**src/rtl/wasm_i2c_slave_pkg.sv**
```systemverilog
`default_nettype none
// ============================================================================
//  Module      : wasm_i2c_slave_pkg
//  Description : Shared definitions for the I2C debug slave: FSM state
//                encoding, default device address and ACK/NACK bus levels.
//  Revision    : 1.0 - initial release
// ============================================================================
package wasm_i2c_slave_pkg;

    typedef logic [3:0] state_t;

    localparam state_t c_ST_IDLE      = 4'd0;
    localparam state_t c_ST_ADDR      = 4'd1;
    localparam state_t c_ST_ADDR_ACK  = 4'd2;
    localparam state_t c_ST_PTR       = 4'd3;
    localparam state_t c_ST_PTR_ACK   = 4'd4;
    localparam state_t c_ST_WDATA     = 4'd5;
    localparam state_t c_ST_WDATA_ACK = 4'd6;
    localparam state_t c_ST_RDATA     = 4'd7;
    localparam state_t c_ST_RDATA_ACK = 4'd8;
    localparam state_t c_ST_IGNORE    = 4'd9;

    localparam logic [6:0] c_DEV_ADDR_DFLT = 7'h6C;

    // Bus levels as seen on SDA during the 9th clock.
    localparam logic c_ACK  = 1'b0;
    localparam logic c_NACK = 1'b1;

    // States in which the slave holds SDA low to acknowledge a received byte.
    function automatic logic is_ack_state(input state_t st);
        return (st == c_ST_ADDR_ACK) || (st == c_ST_PTR_ACK) || (st == c_ST_WDATA_ACK);
    endfunction

endpackage
`default_nettype wire

```
**src/rtl/wasm_i2c_sync.sv**
```systemverilog
`default_nettype none
// ============================================================================
//  Module      : wasm_i2c_sync
//  Description : Brings SCL/SDA into the i_clk domain and decodes SCL edges
//                plus START/STOP conditions from the synchronised samples.
//  Ports       : i_clk, i_rst_n (sync, active-low), i_scl, i_sda (async bus)
//                o_sda_lvl    synchronised SDA level
//                o_scl_rise   one-cycle pulse on SCL rising edge
//                o_scl_fall   one-cycle pulse on SCL falling edge
//                o_start      one-cycle pulse: SDA fell while SCL high
//                o_stop       one-cycle pulse: SDA rose while SCL high
//  Revision    : 1.0 - initial release
// ============================================================================
module wasm_i2c_sync #(
    parameter int SYNC_STAGES = 2
) (
    input  logic i_clk,
    input  logic i_rst_n,
    input  logic i_scl,
    input  logic i_sda,
    output logic o_sda_lvl,
    output logic o_scl_rise,
    output logic o_scl_fall,
    output logic o_start,
    output logic o_stop
);

    logic [SYNC_STAGES-1:0] r_scl_sync;
    logic [SYNC_STAGES-1:0] r_sda_sync;
    logic                   r_scl_prev;
    logic                   r_sda_prev;
    logic                   w_scl;
    logic                   w_sda;

    // Preset to 1 (idle bus) so leaving reset never fakes a START/STOP.
    always_ff @(posedge i_clk) begin
        if (!i_rst_n) begin
            r_scl_sync <= '1;
            r_sda_sync <= '1;
            r_scl_prev <= 1'b1;
            r_sda_prev <= 1'b1;
        end else begin
            r_scl_sync[0] <= i_scl;
            r_sda_sync[0] <= i_sda;
            for (int i = 1; i < SYNC_STAGES; i++) begin
                r_scl_sync[i] <= r_scl_sync[i-1];
                r_sda_sync[i] <= r_sda_sync[i-1];
            end
            r_scl_prev <= w_scl;
            r_sda_prev <= w_sda;
        end
    end

    assign w_scl = r_scl_sync[SYNC_STAGES-1];
    assign w_sda = r_sda_sync[SYNC_STAGES-1];

    assign o_sda_lvl  = w_sda;
    assign o_scl_rise =  w_scl & ~r_scl_prev;
    assign o_scl_fall = ~w_scl &  r_scl_prev;
    // SCL must be high on both samples so an SCL edge is never mistaken
    // for a bus condition.
    assign o_start    = w_scl & r_scl_prev &  r_sda_prev & ~w_sda;
    assign o_stop     = w_scl & r_scl_prev & ~r_sda_prev &  w_sda;

endmodule
`default_nettype wire

```
**src/rtl/wasm_i2c_slave.sv**
```systemverilog
`default_nettype none
// ============================================================================
//  Module      : wasm_i2c_slave
//  Description : I2C slave giving bus access to a debug register file.
//                Write: [addr/W][pointer][data...]  (pointer auto-increments)
//                Read : [addr/R][data...]           from the current pointer
//  Ports       : i_clk, i_rst_n (sync, active-low)
//                i_scl, i_sda       bus inputs, asynchronous to i_clk
//                o_sda              open-drain enable (0 = pull low)
//                i_debug_ena        0 keeps the slave off the bus
//                o_reg_addr         register pointer
//                i_reg_rd_data      register contents, 1 cycle after o_reg_addr
//                o_reg_wr_vld       one-cycle write strobe
//                o_reg_wr_data      write data qualified by o_reg_wr_vld
//  Revision    : 1.0 - initial release
// ============================================================================
module wasm_i2c_slave
    import wasm_i2c_slave_pkg::*;
#(
    parameter logic [6:0] DEV_ADDR    = c_DEV_ADDR_DFLT,
    parameter int         SYNC_STAGES = 2
) (
    input  logic       i_clk,
    input  logic       i_rst_n,
    input  logic       i_scl,
    input  logic       i_sda,
    output logic       o_sda,
    input  logic       i_debug_ena,
    output logic [7:0] o_reg_addr,
    input  logic [7:0] i_reg_rd_data,
    output logic       o_reg_wr_vld,
    output logic [7:0] o_reg_wr_data
);

    logic       w_sda;
    logic       w_rise;
    logic       w_fall;
    logic       w_start;
    logic       w_stop;

    state_t     r_state;
    state_t     w_state_next;
    logic [3:0] r_bit_cnt;
    logic [7:0] r_shift;
    logic       r_rw;
    logic [7:0] r_reg_addr;
    logic       r_wr_vld;
    logic [7:0] r_wr_data;
    logic       w_sda_drive;
    logic       w_byte_done;

    wasm_i2c_sync #(
        .SYNC_STAGES (SYNC_STAGES)
    ) u_sync (
        .i_clk      (i_clk),
        .i_rst_n    (i_rst_n),
        .i_scl      (i_scl),
        .i_sda      (i_sda),
        .o_sda_lvl  (w_sda),
        .o_scl_rise (w_rise),
        .o_scl_fall (w_fall),
        .o_start    (w_start),
        .o_stop     (w_stop)
    );

    // A byte is complete on the SCL fall that follows its 8th rising edge.
    assign w_byte_done = w_fall && (r_bit_cnt == 4'd8);

    // ------------------------------------------------------------------
    // State register
    // ------------------------------------------------------------------
    always_ff @(posedge i_clk) begin
        if (!i_rst_n) begin
            r_state <= c_ST_IDLE;
        end else begin
            r_state <= w_state_next;
        end
    end

    // ------------------------------------------------------------------
    // Next-state logic. STOP beats START beats everything else.
    // ------------------------------------------------------------------
    always_comb begin
        w_state_next = r_state;
        if (w_stop) begin
            w_state_next = c_ST_IDLE;
        end else if (w_start) begin
            w_state_next = c_ST_ADDR;
        end else if (!i_debug_ena && (r_state != c_ST_IDLE) && (r_state != c_ST_IGNORE)) begin
            w_state_next = c_ST_IGNORE;
        end else begin
            case (r_state)
                c_ST_ADDR: begin
                    if (w_byte_done) begin
                        w_state_next = (r_shift[7:1] == DEV_ADDR) ? c_ST_ADDR_ACK : c_ST_IGNORE;
                    end
                end
                c_ST_ADDR_ACK: begin
                    if (w_fall) begin
                        w_state_next = r_rw ? c_ST_RDATA : c_ST_PTR;
                    end
                end
                c_ST_PTR: begin
                    if (w_byte_done) w_state_next = c_ST_PTR_ACK;
                end
                c_ST_PTR_ACK: begin
                    if (w_fall) w_state_next = c_ST_WDATA;
                end
                c_ST_WDATA: begin
                    if (w_byte_done) w_state_next = c_ST_WDATA_ACK;
                end
                c_ST_WDATA_ACK: begin
                    if (w_fall) w_state_next = c_ST_WDATA;
                end
                c_ST_RDATA: begin
                    if (w_byte_done) w_state_next = c_ST_RDATA_ACK;
                end
                c_ST_RDATA_ACK: begin
                    if (w_rise && (w_sda == c_NACK)) begin
                        w_state_next = c_ST_IGNORE;
                    end else if (w_fall && (r_bit_cnt == 4'd1)) begin
                        w_state_next = c_ST_RDATA;
                    end
                end
                default: w_state_next = r_state;
            endcase
        end
    end

    // ------------------------------------------------------------------
    // Output logic. SDA is decoded from registered state only, so it can
    // only move on the cycle after the fall that changed the state/shifter.
    // ------------------------------------------------------------------
    always_comb begin
        w_sda_drive = c_NACK;
        if (is_ack_state(r_state)) begin
            w_sda_drive = c_ACK;
        end else if (r_state == c_ST_RDATA) begin
            w_sda_drive = r_shift[7];
        end
    end

    // Disabling debug releases the bus immediately regardless of state.
    assign o_sda = w_sda_drive | ~i_debug_ena;

    // ------------------------------------------------------------------
    // Bit counter, shifter, pointer and write strobe
    // ------------------------------------------------------------------
    always_ff @(posedge i_clk) begin
        if (!i_rst_n) begin
            r_bit_cnt  <= 4'd0;
            r_shift    <= 8'd0;
            r_rw       <= 1'b0;
            r_reg_addr <= 8'd0;
            r_wr_vld   <= 1'b0;
            r_wr_data  <= 8'd0;
        end else begin
            r_wr_vld <= 1'b0;
            if (w_stop || w_start) begin
                r_bit_cnt <= 4'd0;
            end else begin
                case (r_state)
                    c_ST_ADDR, c_ST_PTR, c_ST_WDATA: begin
                        if (w_rise) begin
                            r_shift   <= {r_shift[6:0], w_sda};
                            r_bit_cnt <= r_bit_cnt + 4'd1;
                            if ((r_state == c_ST_WDATA) && (r_bit_cnt == 4'd7) && i_debug_ena) begin
                                r_wr_vld  <= 1'b1;
                                r_wr_data <= {r_shift[6:0], w_sda};
                            end
                        end else if (w_byte_done) begin
                            r_bit_cnt <= 4'd0;
                            if (r_state == c_ST_ADDR) begin
                                r_rw <= r_shift[0];
                            end
                            if ((r_state == c_ST_PTR) && i_debug_ena) begin
                                r_reg_addr <= r_shift;
                            end
                        end
                    end
                    c_ST_ADDR_ACK, c_ST_PTR_ACK: begin
                        if (w_fall) begin
                            r_bit_cnt <= 4'd0;
                            // Read: first byte comes from the current pointer.
                            if ((r_state == c_ST_ADDR_ACK) && r_rw) begin
                                r_shift <= i_reg_rd_data;
                            end
                        end
                    end
                    c_ST_WDATA_ACK: begin
                        if (w_fall) begin
                            r_bit_cnt  <= 4'd0;
                            r_reg_addr <= r_reg_addr + 8'd1;
                        end
                    end
                    c_ST_RDATA: begin
                        if (w_rise) begin
                            r_bit_cnt <= r_bit_cnt + 4'd1;
                        end else if (w_byte_done) begin
                            r_bit_cnt <= 4'd0;
                        end else if (w_fall) begin
                            r_shift <= {r_shift[6:0], 1'b0};
                        end
                    end
                    c_ST_RDATA_ACK: begin
                        // bit_cnt==1 marks "master ACKed, reload on next fall".
                        // Pointer moves at the ACK rise so the register read
                        // has settled well before the reload.
                        if (w_rise && (w_sda == c_ACK)) begin
                            r_reg_addr <= r_reg_addr + 8'd1;
                            r_bit_cnt  <= 4'd1;
                        end else if (w_fall && (r_bit_cnt == 4'd1)) begin
                            r_shift   <= i_reg_rd_data;
                            r_bit_cnt <= 4'd0;
                        end
                    end
                    default: begin
                        r_bit_cnt <= r_bit_cnt;
                    end
                endcase
            end
        end
    end

    assign o_reg_addr    = r_reg_addr;
    assign o_reg_wr_vld  = r_wr_vld;
    assign o_reg_wr_data = r_wr_data;

endmodule
`default_nettype wire

```
**config.mk**
```make
export PLATFORM = sky130hd
export DESIGN_NAME = wasm_i2c_slave
export DESIGN_NICKNAME = d
export VERILOG_FILES = /design/src/rtl/wasm_i2c_slave_pkg.sv /design/src/rtl/wasm_i2c_sync.sv /design/src/rtl/wasm_i2c_slave.sv
export SDC_FILE = /design/constraint.sdc
export NUM_CORES = 1
export LEC_CHECK = 0
export CAP_MARGIN = 20
export CORE_MARGIN = 3
export CORE_UTILIZATION = 30
export DETAILED_ROUTE_END_ITERATION = 6
export GPL_TIMING_DRIVEN = 0
export HOLD_SLACK_MARGIN = 0.02
export PLACE_DENSITY = 0.49
export REMOVE_ABC_BUFFERS = 1
export SYNTH_ARGS = -nofsm -noshare
export SYNTH_HDL_FRONTEND = slang
export SYNTH_SLANG_ARGS = --single-unit
```
**constraint.sdc**
```tcl
create_clock -name i_clk -period 5.3 [get_ports i_clk]
set_input_delay 1.06 -clock i_clk [delete_from_list [all_inputs] [get_ports i_clk]]
set_output_delay 1.06 -clock i_clk [all_outputs]
set_load 0.05 [all_outputs]
```
* Word-level counts from Yosys, hierarchy flattened
Index checks and enable logic that the tools add are counted.
** Operators by class
- Shift operators :: 0
- Div/mod/pow operators :: 0
- Eq/ne operators :: 50
- Order comparisons :: 0
- Add/subtract/negate cells :: 2
- Bitwise operators :: 17
- Multipliers :: 0
- Mux-type cells :: 37
- Reduce and logical (&&, ||, !) cells :: 39
** Operators by type and width (number)
- two-way mux 8 bit :: 13
- two-way mux 4 bit :: 15
- != test 2 bit (second input constant) :: 18
- one-hot mux 8 bit (4 select lines) :: 1
- != test 4 bit (second input constant) :: 7
- one-hot mux 4 bit (7 select lines) :: 1
- one-hot mux 8 bit (3 select lines) :: 1
- AND reduction 8 bit :: 3
- != test 3 bit (second input constant) :: 7
- equality test 4 x 3 -> 1 bit (second input constant) :: 5
- one-hot mux 4 bit (3 select lines) :: 1
- OR reduction 4 bit :: 3
- logical AND 1 bit :: 10
- AND reduction 10 bit :: 1
- inverter 1 bit :: 9
- nonzero test 9 bit :: 1
- OR reduction 3 bit :: 3
- adder 8 x 1 -> 8 bit (second input constant) :: 1
- equality test 4 x 1 -> 1 bit (second input constant) :: 2
- equality test 4 x 2 -> 1 bit (second input constant) :: 2
- equality test 4 bit (second input constant) :: 2
- AND reduction 4 bit :: 2
- nonzero test 4 bit :: 2
- nonzero test 8 bit :: 1
- 17 further kinds :: 34
** Storage, ports and cells
- Memory bits (read-only) :: 0
- Input bits :: 13
- Bits in latches :: 0
- Word-level logic and storage cells :: 158
- Output and inout port bits :: 18
- Register bits after elaboration :: 40
- Bits in writable memories :: 0
- Memories :: 0

* Logic depth before layout (Yosys ltp)
Gate-level depths: netlist (run 1).
- Depth after elaboration :: 8
- Gate-level depth with buffers :: 8
- Mapped depth without buffers :: 7

* Modules after synthesis
From an unflattened synthesis (run 1), not the netlist that was laid out.
** Second synthesis, totals
- Cell total of the unflattened synthesis :: 277
- Area, all modules :: 2377.3 µm²
** Modules (own cells, without submodules)
- wasm_i2c_slave :: cells each 261, seq. area each 680.7 µm², instances 1, area each 2187.1 µm²
- wasm_i2c_sync :: cells each 16, seq. area each 120.1 µm², instances 1, area each 190.2 µm²

* Worst setup path before layout (run 1)
Ideal clock, no wire load.
- Path type :: input to output
- Start :: input port i_debug_ena
- End :: output port o_sda
- Path slack :: 2785 ps
- Path buffers :: 0
- Required time :: 4240 ps
- Stages on the path :: 1
- Arrival :: 1455 ps
- Path through :: nand3b_1
** Between the ends
- Word-level cells in the longest chain between the ends :: 2
** RTL lines
- start: declaration :: line wasm_i2c_slave.sv:28 : input logic i_debug_ena,
- inverter 1 bit :: line wasm_i2c_slave.sv:144 : assign o_sda = w_sda_drive | ~i_debug_ena;
- OR 1 bit :: line wasm_i2c_slave.sv:144
- end: declaration :: line wasm_i2c_slave.sv:27 : output logic o_sda,
No other way between the ends.

* Worst setup path in the final report (run 1)
Same ends and word-level chain as after synthesis.

==> flow_summary.toml, run 1 <==
[floorplanning]
io_pins = 31
fp-row-count = 32
die_area_um2 = 9193
die_w_um = 95.88
core_um2 = 7767
initial_core_util_pct = 31.20
die_h_um = 95.88

[synthesis]
syn_avg_cell_area_um2 = 8.534
synth_seq_cells = 40
synthCells = 284
mappedNetlistArea_um2 = 2424
yosysSeqAreaShare_pct = 33.04
yosysWarnings = 0
async_reset_ff_share_pct = 0
synthDominantCellAreaShare_pct = 33.04
ys.flop_type = "dfxtp_1"
synth.distinct_cells = 58
yosysTopAreaCell = "dfxtp_1"
synth_edf_count = 0
synthTopCellsByArea = "dfxtp_1 33%, mux2i_1 7.4%, a21oi_1 5.0%"

[sta]
drv_slew = 0
timing.slew.headroom_pct = 40.36
fin_crit_sh_pct = 67.08
rsz0062_at_grt = "false"
finalHoldViolations = 0
finalWorstSetupSlack_ps = 1745
final.setup.tns_ps = 0
tightestPinTransition_ps = 889.1
finClkSkew_ps = 11.42
finalSetupViolCount = 0
max_freq_mhz = 281.3
finalCriticalPeriod_ps = 3555

[cts]
clk_pin_slew_ps = 80
cts_setup_buffers = 0
h-tree-depth = 2
cts_tree = "done"
post_cts_resized = 0
root_buffer = "clkbuf_8"
clk_latency_ps = 310
cts.path.max_buffers = 2
postCtsHoldBufs = 0
cts_inserted_buffers = 5
cts_sinks = 40

[setup_path]
cp_slowest_stage_delay_ps = 800
cpMostUsedCell = "clkdlybuf4s50_1"
path_max_fanout = 4
r2r_slack_ps = 2510
arrival_ps = 2500
critPathKind = "in2out"
worstSetupStartpointType = "primary input"
cp.required_ps = 4240
endpoint_kind = "output pin"
cpMaxStageDelayCell = "clkdlybuf4s50_1"
cp_cell_sequence = "clkdlybuf4s50_1, nand3b_1, clkdlybuf4s50_1"

[cells_and_area]
fillers = 809
regArea_um2 = 800.8
fin_nets = 320
synthToLayoutAreaGrowth_pct = 18.12
final_cells = 406
n_antenna_cell = 0
multi_input_area_um2 = 1485
drive_gt1_share_pct = 8.553
postLayoutCoreUtil_pct = 36.86

[power_and_ir_drop]
p_leak_nw = 0.9759
peakVddDrop_mv = 0.1321
p_per_area_nw_per_um2 = 485.5

[placement]
post-place-ws_ps = 1702
placed_cells = 397
portBuffers = 30
gp_congestion = 0.8718
hpwl_um = 4355

[global_route]
grt_pass1_vias = 1983
antenna_found_initial = 0
grtUsageTotal_pct = 14.23
grt_overflow = 0
grt_first_pass_wirelength_um = 10350
grt_max_degree = 27

[drt]
drtAntennaViolNets = 0
first_pass_iters = 4
viasPerCell = 5.355
drc_errors = 0
wirelength_um = 6220
vias = 2174
first_iter_violations = 183
wl_per_cell_um = 15.32

[min_path]
hold_class = "reg2reg"

[flow_run]
cap_violations = 0

[run_status]
status = "finished clean"
Yosys cell counts (all sizes together) (4+ instances only):
cell type  count
nand2         25
ha             4
nand3          7
inv            6
a211oi         9
nor3           7
nor2          25
clkbuf         7
a21oi         24
buf           12
nor2b          5
o21ai         12
or3            5
nand3b         5
dfxtp         40
nand2b        14
mux2i         18
o32ai          8
metrics by stage:
step / hold WS, ps / instance area, um^2 / power (mW)
2_1_floorplan: 386.3 / 2312 / 0.9469
3_3_place_gp: 389.0 / 2740 / 1.123
3_5_place_dp: 391.7 / 2740 / 1.121
4_1_cts: 412.5 / 2855 / 1.390
5_1_grt: 432.0 / 2863 / 1.492
6_report: 410.8 / 2863 / 1.390
area by class of cell:
| class | instances | area share, % |
|---|---|---|
| Clock buffer | 5 | 2.404 |
| Clock inverter | 3 | 1.617 |
| Inverter | 7 | 0.9178 |
| Multi-Input combinational cell | 218 | 51.88 |
| Sequential cell | 40 | 27.97 |
| Tap cell | 102 | 4.458 |
| Timing Repair Buffer | 31 | 10.75 |
report_power, final:
part / switching, mW / total (mW) / internal, mW
Sequential: 0.119 / 0.460 / 0.340
Clock: 0.122 / 0.264 / 0.142
Combinational: 0.393 / 0.666 / 0.273
Total: 0.634 / 1.39 / 0.755
cells in the final DEF, fill, tap and decap left out, drive strengths merged, types with 3 or more instances in the layout:
master / netlist / final
dfxtp: 40 / 40
clkdlybuf4s50: 0 / 30
a31oi: 3 / 3
nand2: 25 / 25
nand3: 7 / 7
a211oi: 9 / 9
nor3: 7 / 7
inv: 6 / 7
clkbuf: 7 / 5
a21oi: 24 / 24
o311a: 3 / 3
mux2i: 18 / 18
o21ai: 12 / 12
o32ai: 8 / 8
or2: 3 / 3
nor2b: 5 / 5
nor4b: 3 / 3
nor2: 25 / 25
nand3b: 5 / 5
nand2b: 14 / 14
or3: 5 / 5
ha: 4 / 4
and4: 3 / 3
routing by layer:
| layer | routed length [um] | GRT usage [%] | share of wire, % |
|---|---|---|---|
| met4 | 74 | 4.028 | 1.2 |
| met5 | 0 | 0 | 0 |
| met2 | 2767 | 20.44 | 44 |
| met3 | 262 | 2.424 | 4.2 |
| met1 | 3115 | 21.54 | 50 |
critical path: cells and delay by family:
family,cells,cell delay (ps)
buf+inv,2,1300
simple gates,1,130
kinds of logic after synthesis:
logic type / after synthesis / share of synthesized area (%)
AO/OA/AOI/OAI: 82 / 26.12
XOR/XNOR: 1 / 0.3614
adder cells (fa/ha/maj): 4 / 2.065
buffers and inverters: 26 / 5.679
flip-flops: 40 / 33.04
multiplexers: 18 / 7.434
AND/OR/NAND/NOR: 113 / 25.30
path summary, 6_finish.rpt:
kind / start / end / cells after the start
setup / recovery: i_debug_ena / o_sda / 3
hold / removal: u_sync.r_sda_sync[0] / u_sync.r_sda_sync[1] / 1
setup reg to reg: r_state[3] / r_shift[0] / 5
hold reg to reg: u_sync.r_sda_sync[0] / u_sync.r_sda_sync[1] / 1
flip-flops by register name (all words and copies together), names as in the netlist:
| signal | cells |
|---|---|
| o_reg_wr_data | 8 |
| r_bit_cnt | 4 |
| u_sync.r_sda_prev | 1 |
| r_shift | 8 |
| u_sync.r_sda_sync | 2 |
| u_sync.r_scl_prev | 1 |
| r_state | 4 |
| r_rw | 1 |
| o_reg_wr_vld | 1 |
| o_reg_addr | 8 |
| u_sync.r_scl_sync | 2 |
(Power assumes the default switching activity.)
==> inputs of run 2 (changes only) <==
==> constraint.sdc (replaced) <==
create_clock -name i_clk -period 3.4 [get_ports i_clk]
set_input_delay 0.68 -clock i_clk [delete_from_list [all_inputs] [get_ports i_clk]]
set_output_delay 0.68 -clock i_clk [all_outputs]
set_load 0.05 [all_outputs]
==> flow_summary.toml, run 2 (synthesized netlist as in run 1, its figures left out) <==
[sta]
rsz0062_at_grt = "false"
timing.slew.headroom_pct = 40.49
finalSetupViolCount = 0
finalHoldViolations = 0
final.setup.tns_ps = 0
tightestPinTransition_ps = 887.2
drv_slew = 0
fin_crit_sh_pct = 90.24
timing.hold.ws_ps = 410.8
max_freq_mhz = 325.9
finalCriticalPeriod_ps = 3068
finClkSkew_ps = 11.29

[setup_path]
endpoint_kind = "output pin"
reg2reg_depth = 5
worstSetupStartpointType = "flop"
cp.required_ps = 2720
arrival_ps = 2390
critPathKind = "reg2out"
path_max_fanout = 18

[cts]
root_buffer = "clkbuf_8"
h-tree-depth = 2
clk_latency_ps = 310
cts_inserted_buffers = 5
cts_sinks = 40
cts_tree = "done"
cts_setup_buffers = 0
cts.path.max_buffers = 2
clk_pin_slew_ps = 80

[flow_run]
cap_violations = 0

[cells_and_area]
synthToLayoutAreaGrowth_pct = 18.17
fin_nets = 320
most-common-layout-cells = "39 x dfxtp_1, 30 x clkdlybuf4s50_1, 25 x nand2_1, 25 x nor2_1, 24 x a21oi_1"
final_area_um2 = 2864
n_antenna_cell = 0
postLayoutCoreUtil_pct = 36.87
fillers = 811
final_common_cell = "dfxtp_1"
drive_gt1_share_pct = 8.882

[placement]
hpwl_um = 4355
placed_cell_area_um2 = 2740
portBuffers = 30
gp_congestion = 0.8718

[global_route]
grt_max_degree = 27
grt_first_pass_wirelength_um = 10350
grt_pass1_vias = 1983
grtUsageTotal_pct = 14.23
grt_overflow = 0
antenna_found_initial = 0

[floorplanning]
die_h_um = 95.88
die_w_um = 95.88
fp-row-count = 32
initial_core_util_pct = 31.20
core_um2 = 7767
die_area_um2 = 9193
io_pins = 31

[drt]
first_pass_iters = 4
first_iter_violations = 181
wl_per_cell_um = 15.38
drc_errors = 0
drtAntennaViolNets = 0
viasPerCell = 5.315
vias = 2158
wirelength_um = 6245

[min_path]
min_path_cells = 1
hold_class = "reg2reg"

[power_and_ir_drop]
p_per_area_nw_per_um2 = 758.1
peakVddDrop_mv = 0.2062
p_leak_nw = 0.9764

[run_status]
status = "finished clean"
==> run 2: final cells by class <==
cell class / instances / area [um^2] / share of cell area, %
Clock buffer: 5 / 68.82 / 2.403
Clock inverter: 3 / 46.29 / 1.616
Inverter: 7 / 26.28 / 0.9174
Multi-Input combinational cell: 218 / 1485 / 51.86
Sequential cell: 40 / 802.0 / 28.00
Tap cell: 102 / 127.6 / 4.456
Timing Repair Buffer: 31 / 307.8 / 10.75
==> run 2: worst paths after layout <==
| path | startpoint | slack [ps] | end |
|---|---|---|---|
| worst max-delay path | r_state[0] | 330 | o_sda |
| worst min-delay path | u_sync.r_sda_sync[0] | 410 | u_sync.r_sda_sync[1] |
| worst max register to register | r_state[3] | 610 | r_shift[0] |
| worst min register to register | u_sync.r_sda_sync[0] | 410 | u_sync.r_sda_sync[1] |
==> run 2: critical path, cell delays in order, from the launching register on <==
cell	delay, ps
dfxtp_1	790
o21ai_0	190
nand2_1	100
o21ai_0	80
nand3b_1	120
clkdlybuf4s50_1	800
==> run 2: power breakdown <==
part / switching [mW] / internal, mW
Sequential: 0.186 / 0.532
Combinational: 0.615 / 0.426
Clock: 0.191 / 0.221
==> run 2: stage by stage <==
step / instances / total power, mW / setup WS (ps)
2_1_floorplan: 265 / 1.476 / 1158
3_3_place_gp: 397 / 1.750 / 160.4
3_5_place_dp: 397 / 1.747 / 182.2
4_1_cts: 405 / 2.166 / 280.2
5_1_grt: 406 / 2.327 / 50.79
6_report: 406 / 2.171 / 331.8
==> run 2: timing repair <==
item                                    4_1_cts  5_1_grt
hold endpoints to repair                      0        0
endpoints found under the setup margin        0        1
gates resized for setup                       0        1
hold buffers                                  0        0
==> run 2: per-layer routing <==
metal	wire length, um	global-route usage (%)	vias up
met5	0	0	-
met4	74	4.028	0
met3	272	2.424	6
met2	2771	20.44	57
met1	3126	21.54	1012
li1	-	-	1083
==> inputs of run 3 (changes only) <==
--- a/config.mk
+++ b/config.mk
@@ -8,6 +8,7 @@
 export CAP_MARGIN = 20
 export CORE_MARGIN = 3
 export CORE_UTILIZATION = 30
+export CTS_CLUSTER_SIZE = 20
 export DETAILED_ROUTE_END_ITERATION = 6
 export GPL_TIMING_DRIVEN = 0
 export HOLD_SLACK_MARGIN = 0.02
==> results of run 3 <==
No change in the layout: final DEF, timing and power equal those of run 2.
